## config.mk

```make
export PLATFORM = sky130hd
export DESIGN_NAME = arb_prio8_ctrl
export DESIGN_NICKNAME = d
export VERILOG_FILES = /design/src/rtl/arb_prio8_ctrl.sv
export SDC_FILE = /design/constraint.sdc
export NUM_CORES = 1
export LEC_CHECK = 0
export CORE_MARGIN = 2
export CORE_UTILIZATION = 45
export CTS_CLUSTER_DIAMETER = 50
export DETAILED_ROUTE_END_ITERATION = 12
export HOLD_SLACK_MARGIN = 0.06
export PLACE_DENSITY = 0.73
export SLEW_MARGIN = 0
export SYNTH_ARGS = -nofsm -noshare
export SYNTH_HDL_FRONTEND = slang
export SYNTH_SLANG_ARGS = --single-unit
export TNS_END_PERCENT = 1
```

## constraint.sdc

```tcl
create_clock -name clk -period 4.9 [get_ports clk]
set_clock_uncertainty 0.05 [all_clocks]
set_input_delay 0.735 -clock clk [delete_from_list [all_inputs] [get_ports clk]]
set_output_delay 0.735 -clock clk [all_outputs]
set_load 0.02 [all_outputs]
```

## src/rtl/arb_prio8_ctrl.sv

```systemverilog
// arb_prio8_ctrl: 8-way arbiter with hold limit, one-cycle gap between grants.
// Ports: clk, rst_n (sync active-low), req[7:0] in; gnt[7:0], gnt_id[2:0],
// gnt_valid, timeout out (all registered).
// Macro ARB_ROUND_ROBIN_EN selects round-robin priority (default: fixed, req[7] highest).
module arb_prio8_ctrl #(
    parameter int MAX_HOLD = 15
) (
    input  logic       clk,
    input  logic       rst_n,
    input  logic [7:0] req,
    output logic [7:0] gnt,
    output logic [2:0] gnt_id,
    output logic       gnt_valid,
    output logic       timeout
);
    typedef enum logic [1:0] {IDLE, GRANT, GAP} state_t;
    state_t     state, state_n;
    logic [7:0] gnt_n, mask, mask_n, elig;
    logic [2:0] id_n, win;
    logic [3:0] cnt, cnt_n;
    logic       valid_n, timeout_n;
`ifdef ARB_ROUND_ROBIN_EN
    logic [2:0] ptr, ptr_n;
    // Search ascends from the slot after the last winner, wrapping at 8.
    function automatic logic [2:0] pick(input logic [7:0] r, input logic [2:0] p);
        logic [2:0] w, idx;
        logic       hit;
        w   = 3'd0;
        hit = 1'b0;
        for (int k = 1; k <= 8; k++) begin
            idx = p + 3'(k);
            if (r[idx] && !hit) begin
                w   = idx;
                hit = 1'b1;
            end
        end
        return w;
    endfunction
    assign win = pick(elig, ptr);
    always_ff @(posedge clk)
        ptr <= !rst_n ? 3'd7 : ptr_n;
`else
    // Ascending scan lets the highest set bit win.
    function automatic logic [2:0] pick(input logic [7:0] r);
        logic [2:0] w;
        w = 3'd0;
        for (int i = 0; i < 8; i++)
            if (r[i]) w = 3'(i);
        return w;
    endfunction
    assign win = pick(elig);
`endif
    // A requester revoked by timeout is masked for the gap cycle only.
    assign elig = (state == GAP) ? (req & ~mask) : req;
    always_comb begin
        state_n   = state;
        gnt_n     = gnt;
        id_n      = gnt_id;
        valid_n   = gnt_valid;
        timeout_n = 1'b0;
        cnt_n     = cnt;
        mask_n    = mask;
`ifdef ARB_ROUND_ROBIN_EN
        ptr_n     = ptr;
`endif
        case (state)
            GRANT: begin
                if (!req[gnt_id] || cnt == 4'(MAX_HOLD)) begin
                    state_n   = GAP;
                    gnt_n     = 8'd0;
                    id_n      = 3'd0;
                    valid_n   = 1'b0;
                    timeout_n = req[gnt_id];
                    mask_n    = req[gnt_id] ? gnt : 8'd0;
                end else begin
                    cnt_n = cnt + 4'd1;
                end
            end
            default: begin
                mask_n = 8'd0;
                if (|elig) begin
                    state_n = GRANT;
                    gnt_n   = 8'd1 << win;
                    id_n    = win;
                    valid_n = 1'b1;
                    cnt_n   = 4'd1;
`ifdef ARB_ROUND_ROBIN_EN
                    ptr_n   = win;
`endif
                end else begin
                    state_n = IDLE;
                    gnt_n   = 8'd0;
                    id_n    = 3'd0;
                    valid_n = 1'b0;
                end
            end
        endcase
    end
    always_ff @(posedge clk) begin
        if (!rst_n) begin
            state     <= IDLE;
            gnt       <= 8'd0;
            gnt_id    <= 3'd0;
            gnt_valid <= 1'b0;
            timeout   <= 1'b0;
            cnt       <= 4'd0;
            mask      <= 8'd0;
        end else begin
            state     <= state_n;
            gnt       <= gnt_n;
            gnt_id    <= id_n;
            gnt_valid <= valid_n;
            timeout   <= timeout_n;
            cnt       <= cnt_n;
            mask      <= mask_n;
        end
    end
endmodule

```

==> summary.md, run 1 <==
| Metric | Value |
|---|---|
| Status | finished with violations |
| Failing checks | DRC |
| Crit-path max cell delay | 0.67 ns |
| Final Hold Fails | 0 |
| Synth unique cells | 45 |
| Antenna diodes | 0 |
| Clk sinks | 26 |
| Die height | 58.7 um |
| RSZ-0062 raised after global routing | no |
| Commonest cells after routing, fill and taps aside | 31 x nand2_1, 26 x dfxtp_1, 22 x clkdlybuf4s50_1, 13 x a21oi_1, 10 x nor2_1 |
| Area growth from synthesis to layout | 19.2% |
| Power Dens Cells | 298 nW/um^2 |
| Syn Inst Count | 159 |
| Critical path, cell by cell | clkdlybuf4s50_1, inv_1, o21ai_0, o311ai_2, nor2_2, a32o_1 |
| Initial antenna violation count | 0 |
| Multi-input gate area | 744 sq um |
| Arrival @ worst endpoint | 2.61 ns |
| CTS buffer count | 3 |
| Site row count | 19 |
| Worst skew pair latency | 0.32 ns |
| Clk slew on worst S/H paths | 0.14 ns |
| Final nets | 189 |
| 1st-pass router iterations | 8 |
| Initial core utilization | 0.479 |
| Flop pwr share | 0.484 |
| Worst Setup Start Kind | primary input |
| I/O pins | 23 |
| Cell Count, Final, Fillers Out | 208 |
| Fin Hold WS | 0.428 ns |
| Drt initial violations | 51 |
| Sequential cell area | 520 sq um |
| ANT nets after route | 0 |
| Net switching power figure | 0.134 mW |
| Core area | 2810 sq um |
| Actual slew at the worst max-slew pin | 0.778 ns |
| Syn avg cell area | 8.46 sq um |
| Post-Syn Area | 1350 sq um |
| Die Area | 3440 sq um |
| Wirelength per Cell | 15.5 um |
| Commonest non-fill, non-tap cell in the layout | nand2_1 |
| DP Cell Count | 204 |
| Final Critical Period | 2.43 ns |
| Top_reg_cell synth | dfxtp_1 |
| Vias | 1263 |
| First-pass GRT wire length | 5.55 mm |
| Ys async rst share | 0 |
| Worst vdd ir | 177 uV |
| Largest net degree at the start of global routing | 18 |
| Final Max Tran Viols | 0 |
| Comb pwr share | 0.208 |
| Setup TNS | 0 ns |
| Port buffer count | 22 |
| Power Internal | 0.344 mW |
| Total GRT Usage | 0.207 |
| CP endpoint kind | flip-flop |
| Slew headroom | 0.481 |
| Slowest-stage cell, CP | o311ai_2 |
| H-tree depth | 1 |
| Maximum fanout along the worst path | 12 |
| Flops & latches, synth | 26 |
| Number of global-route vias before repair | 1248 |
| Switch share | 0.281 |
| # Post-CTS Setup Buffers | 0 |
| DRT Wirelength | 3.23 mm |
| CTS tree | done |
| Total power | 0.478 mW |
| Layout cells sized above 1 | 0.0847 |
| Global route overflow | 0 |
| Post-synth EDFFs | 0 |
| Sequential area share after synthesis | 0.387 |
| Critical path type | in -> reg |
| Share of power burned in the clock network | 0.308 |
| Post_cts resized | 0 |
| Via/cell ratio | 6.07 |
| Final core utilization | 0.571 |
| Max_cap viols | 0 |
| Die span in x | 58.7 um |
| Placer Congestion | 0.849 |
| Fill count | 284 |
| Worst hold path class | reg -> reg |
| Worst-case clock buffer depth | 2 |
| Final setup fails | 0 |
| LEAKAGE | 0.591 nW |
| Residual DRC | 3 |
| Worst EP required | 5.08 ns |
| Post-DP HPWL | 2.49 mm |
| Clk Tree Root Cell | clkbuf_4 |
| Hold_buf cts | 0 |
| Ys Warns | 0 |
| Highest Clock Rate | 0.412 GHz |
| Mapped Nets | 170 |
| Final period utilization | 0.496 |
## sequential cells by signal, summed over array words and instances, names as in the netlist
signal and count:
gnt 8, timeout 1, gnt_id 3, state 2, mask 8, cnt 4
## final timing paths
kind	startpoint	end	slack, ns	cells after the start
setup / recovery	req[2]	gnt[2]$_SDFFE_PN0P_	2.47	6
setup reg to reg	gnt_id[0]$_SDFFE_PN0P_	gnt[2]$_SDFFE_PN0P_	2.83	4
hold / removal	gnt[6]$_SDFFE_PN0P_	mask[6]$_SDFFE_PN0N_	0.43	2
hold reg to reg	gnt[6]$_SDFFE_PN0P_	mask[6]$_SDFFE_PN0N_	0.43	2
## area by class of cell
| class | count | share of cell area |
|---|---|---|
| inverter | 7 | 0.0164 |
| clock inverter | 1 | 0.0187 |
| clock buffer | 3 | 0.0141 |
| sequential | 26 | 0.325 |
| tap | 31 | 0.0242 |
| timing repair buffer | 22 | 0.137 |
| multi-input combinational | 118 | 0.464 |
## cells in the mapped netlist, drive strengths merged, types with 3 or more instances
library cell | n | area, sq um
nand2b | 7 | 43.8
dfxtp | 26 | 521
buf | 5 | 42.5
nand2 | 31 | 116
nor2 | 11 | 43.8
clkbuf | 3 | 11.3
a21oi | 13 | 65.1
o221ai | 3 | 26.3
a32o | 7 | 70.1
o221a | 4 | 45.0
nor3 | 3 | 15.0
inv | 7 | 26.3
nand3 | 4 | 20.0
## power groups by stage
stage	clock, mW	sequential [mW]	combinational, mW
floorplan	0	0.240	0.0643
global placement	0	0.235	0.0964
detailed placement	0	0.236	0.0987
CTS	0.149	0.232	0.0991
global route	0.157	0.234	0.109
finish	0.147	0.232	0.0994
## kinds of logic (layout without fill, tap and decap cells)
family                     count (synthesis)  in the layout  synth area share
DFF                                       26             26             0.387
AOI/OAI and AO/OA                         46             46             0.283
muxes                                      2              2            0.0149
and+or+nand+nor                           69             69             0.247
buffers and inverters                     15             33            0.0595
adders and majority gates                  1              1           0.00930
## layer usage
| metal | up-vias | GRT usage | share of wire |
|---|---|---|---|
| met1 | 593 | 0.287 | 0.48 |
| met4 | 0 | 0.0519 | 0.014 |
| li1 | 620 | - | - |
| met5 | - | 0 | 0 |
| met3 | 6 | 0.0198 | 0.059 |
| met2 | 44 | 0.348 | 0.45 |
## metrics by stage
stage	worst slack, ns	area, sq um
after floorplan	3.06	1350
after global placement	2.21	1550
after detailed placement	2.13	1550
after CTS	2.48	1600
after global routing	2.32	1600
final	2.47	1600
## critical path, delay by kind of cell
kind	cells	cell delay, ns
compound gates	3	1.10
buf+inv	2	0.57
simple gates	1	0.20
Power figures use the tool's default switching activity.
==> inputs of run 2 (changes only) <==
--- a/config.mk
+++ b/config.mk
@@ -10,7 +10,7 @@
 export CTS_CLUSTER_DIAMETER = 50
 export DETAILED_ROUTE_END_ITERATION = 12
 export HOLD_SLACK_MARGIN = 0.06
-export PLACE_DENSITY = 0.73
+export PLACE_DENSITY = 0.75
 export SLEW_MARGIN = 0
 export SYNTH_ARGS = -nofsm -noshare
 export SYNTH_HDL_FRONTEND = slang
==> constraint.sdc (replaced) <==
create_clock -name clk -period 2.2 [get_ports clk]
set_clock_uncertainty 0.05 [all_clocks]
set_input_delay 0.33 -clock clk [delete_from_list [all_inputs] [get_ports clk]]
set_output_delay 0.33 -clock clk [all_outputs]
set_load 0.02 [all_outputs]
==> run 2 against run 1 <==
  * The run still ends with DRC left
  * Cell area is 3.3% higher
  * Worst setup slack worse by 2.2 ns
  * Via count is 2.4% higher
  * Worst hold slack worse by 0.012 ns
  * Wire length is 3.4% higher
  * Flip-flop and latch count stayed put
  * Cell count is 3.4% higher
  * Largest power group unchanged
==> summary.md, run 2 (synthesized netlist as in run 1, its figures left out) <==
| Metric | Value |
|---|---|
| Placer Congestion | 0.850 |
| Final period utilization | 0.898 |
| Die Area | 3440 sq um |
| Wirelength per Cell | 15.5 um |
| Hold_buf cts | 0 |
| Initial antenna violation count | 0 |
| Failing checks | DRC |
| Initial core utilization | 0.479 |
| Clk slew on worst S/H paths | 0.14 ns |
| CTS buffer count | 3 |
| Fill count | 251 |
| Final Critical Period | 1.98 ns |
| CP Capture Point | timeout$_SDFF_PN0_ |
| Final Max Tran Viols | 0 |
| Clk sinks | 26 |
| Final core utilization | 0.590 |
| Port buffer count | 22 |
| Final nets | 196 |
| Commonest cells after routing, fill and taps aside | 31 x nand2_1, 26 x dfxtp_1, 22 x clkdlybuf4s50_1, 13 x a21oi_1, 10 x nor2_1 |
| Status | finished with violations |
| Layout cells sized above 1 | 0.120 |
| ANT nets after route | 0 |
| Worst hold path class | reg -> reg |
| Drt initial violations | 76 |
| Site row count | 19 |
| Maximum fanout along the worst path | 9 |
| DP Area | 1600 sq um |
| R2R Path Start | gnt_id[0]$_SDFFE_PN0P_ |
| CTS tree | done |
| Power Dens Cells | 654 nW/um^2 |
| Final Hold Fails | 0 |
| CP endpoint kind | flip-flop |
| Post-DP HPWL | 2.57 mm |
| DP Cell Count | 211 |
| Reg2Reg Setup Slack | 0.22 ns |
| Total GRT Usage | 0.214 |
| R2R cell count | 4 |
| Area growth from synthesis to layout | 23.1% |
| I/O pins | 23 |
| Commonest non-fill, non-tap cell in the layout | nand2_1 |
| Largest regs | gnt x8, mask x8, cnt x4 |
| Worst-case clock buffer depth | 2 |
| DRT Wirelength | 3.34 mm |
| # Post-CTS Setup Buffers | 0 |
| Origin of the worst setup path | gnt_id[0]$_SDFFE_PN0P_ |
| Worst EP required | 2.37 ns |
| Final Cell Area | 1660 sq um |
| Number of global-route vias before repair | 1271 |
| Arrival @ worst endpoint | 2.15 ns |
| Max_cap viols | 0 |
| Core area | 2810 sq um |
| Slew headroom | 0.571 |
| Setup TNS | 0 ns |
| H-tree depth | 1 |
| Crit Reg-Reg Endpoint | timeout$_SDFF_PN0_ |
| Cell Count, Final, Fillers Out | 215 |
| Worst Setup Start Kind | flip-flop |
| Worst skew pair latency | 0.32 ns |
| Worst vdd ir | 326 uV |
| Die span in x | 58.7 um |
| LEAKAGE | 0.624 nW |
| Via/cell ratio | 6.01 |
| Antenna diodes | 0 |
| 1st-pass router iterations | 10 |
| Global route overflow | 0 |
| Residual DRC | 1 |
| Largest net degree at the start of global routing | 17 |
| RSZ-0062 raised after global routing | no |
| First-pass GRT wire length | 5.69 mm |
| Final setup fails | 0 |
| Highest Clock Rate | 0.506 GHz |
| Critical path type | reg -> reg |
| Clk Tree Root Cell | clkbuf_4 |
| Actual slew at the worst max-slew pin | 0.643 ns |
| Post_cts resized | 0 |
| Die height | 58.7 um |
| Vias | 1293 |
-- run 2: cell types whose count changed in the layout (fill, tap and decap cells not counted), sizes merged --
| cell | before | now |
|---|---|---|
| buf | 0 | 7 |
-- run 2: report_power, final --
group | internal [mW] | leakage, nW | switching (mW)
combinational | 0.101 | 0.384 | 0.135
sequential | 0.491 | 0.212 | 0.0259
clock | 0.184 | 0.0279 | 0.145
-- run 2: worst max-delay path, stage by stage (launching register included) --
cell,delay [ns]
dfxtp_1,0.56
o21ai_0,0.19
o311ai_2,0.57
or3_1,0.41
nor2_1,0.09
-- run 2: stage by stage --
step                      hold slack (ns)  setup WS [ns]  power [mW]
after global routing                0.436         0.0467        1.13
final                               0.416          0.225        1.08
after floorplan                     0.381          0.532       0.678
after CTS                           0.415          0.251        1.08
after global placement              0.396         0.0715       0.752
after detailed placement            0.396       -0.00545       0.760
-- run 2: final cells by class --
class / count / area (sq um) / area share
Clock inverter: 1 / 30.0 / 0.0181
Timing Repair Buffer: 29 / 273 / 0.165
Clock buffer: 3 / 22.5 / 0.0136
Multi-Input combinational cell: 118 / 744 / 0.450
Inverter: 7 / 26.3 / 0.0159
Sequential cell: 26 / 520 / 0.314
Tap cell: 31 / 38.8 / 0.0234
-- run 2: worst min path at each step --
stage	to	cells past startpoint	slack, ns	from
after floorplan	mask[0]$_SDFFE_PN0N_	2	0.38	mask[0]$_SDFFE_PN0N_
after global routing	mask[3]$_SDFFE_PN0N_	2	0.44	mask[3]$_SDFFE_PN0N_
final	mask[3]$_SDFFE_PN0N_	2	0.42	mask[3]$_SDFFE_PN0N_
after global placement	mask[0]$_SDFFE_PN0N_	2	0.40	mask[0]$_SDFFE_PN0N_
after CTS	mask[3]$_SDFFE_PN0N_	2	0.42	mask[3]$_SDFFE_PN0N_
after detailed placement	mask[3]$_SDFFE_PN0N_	2	0.40	mask[3]$_SDFFE_PN0N_
-- run 2: per-layer routing --
layer / vias up / track usage / part of all wire
met5: - / 0 / 0
met4: 0 / 0.0877 / 0.026
met3: 13 / 0.0264 / 0.072
met2: 53 / 0.350 / 0.43
met1: 590 / 0.288 / 0.47
li1: 637 / - / -
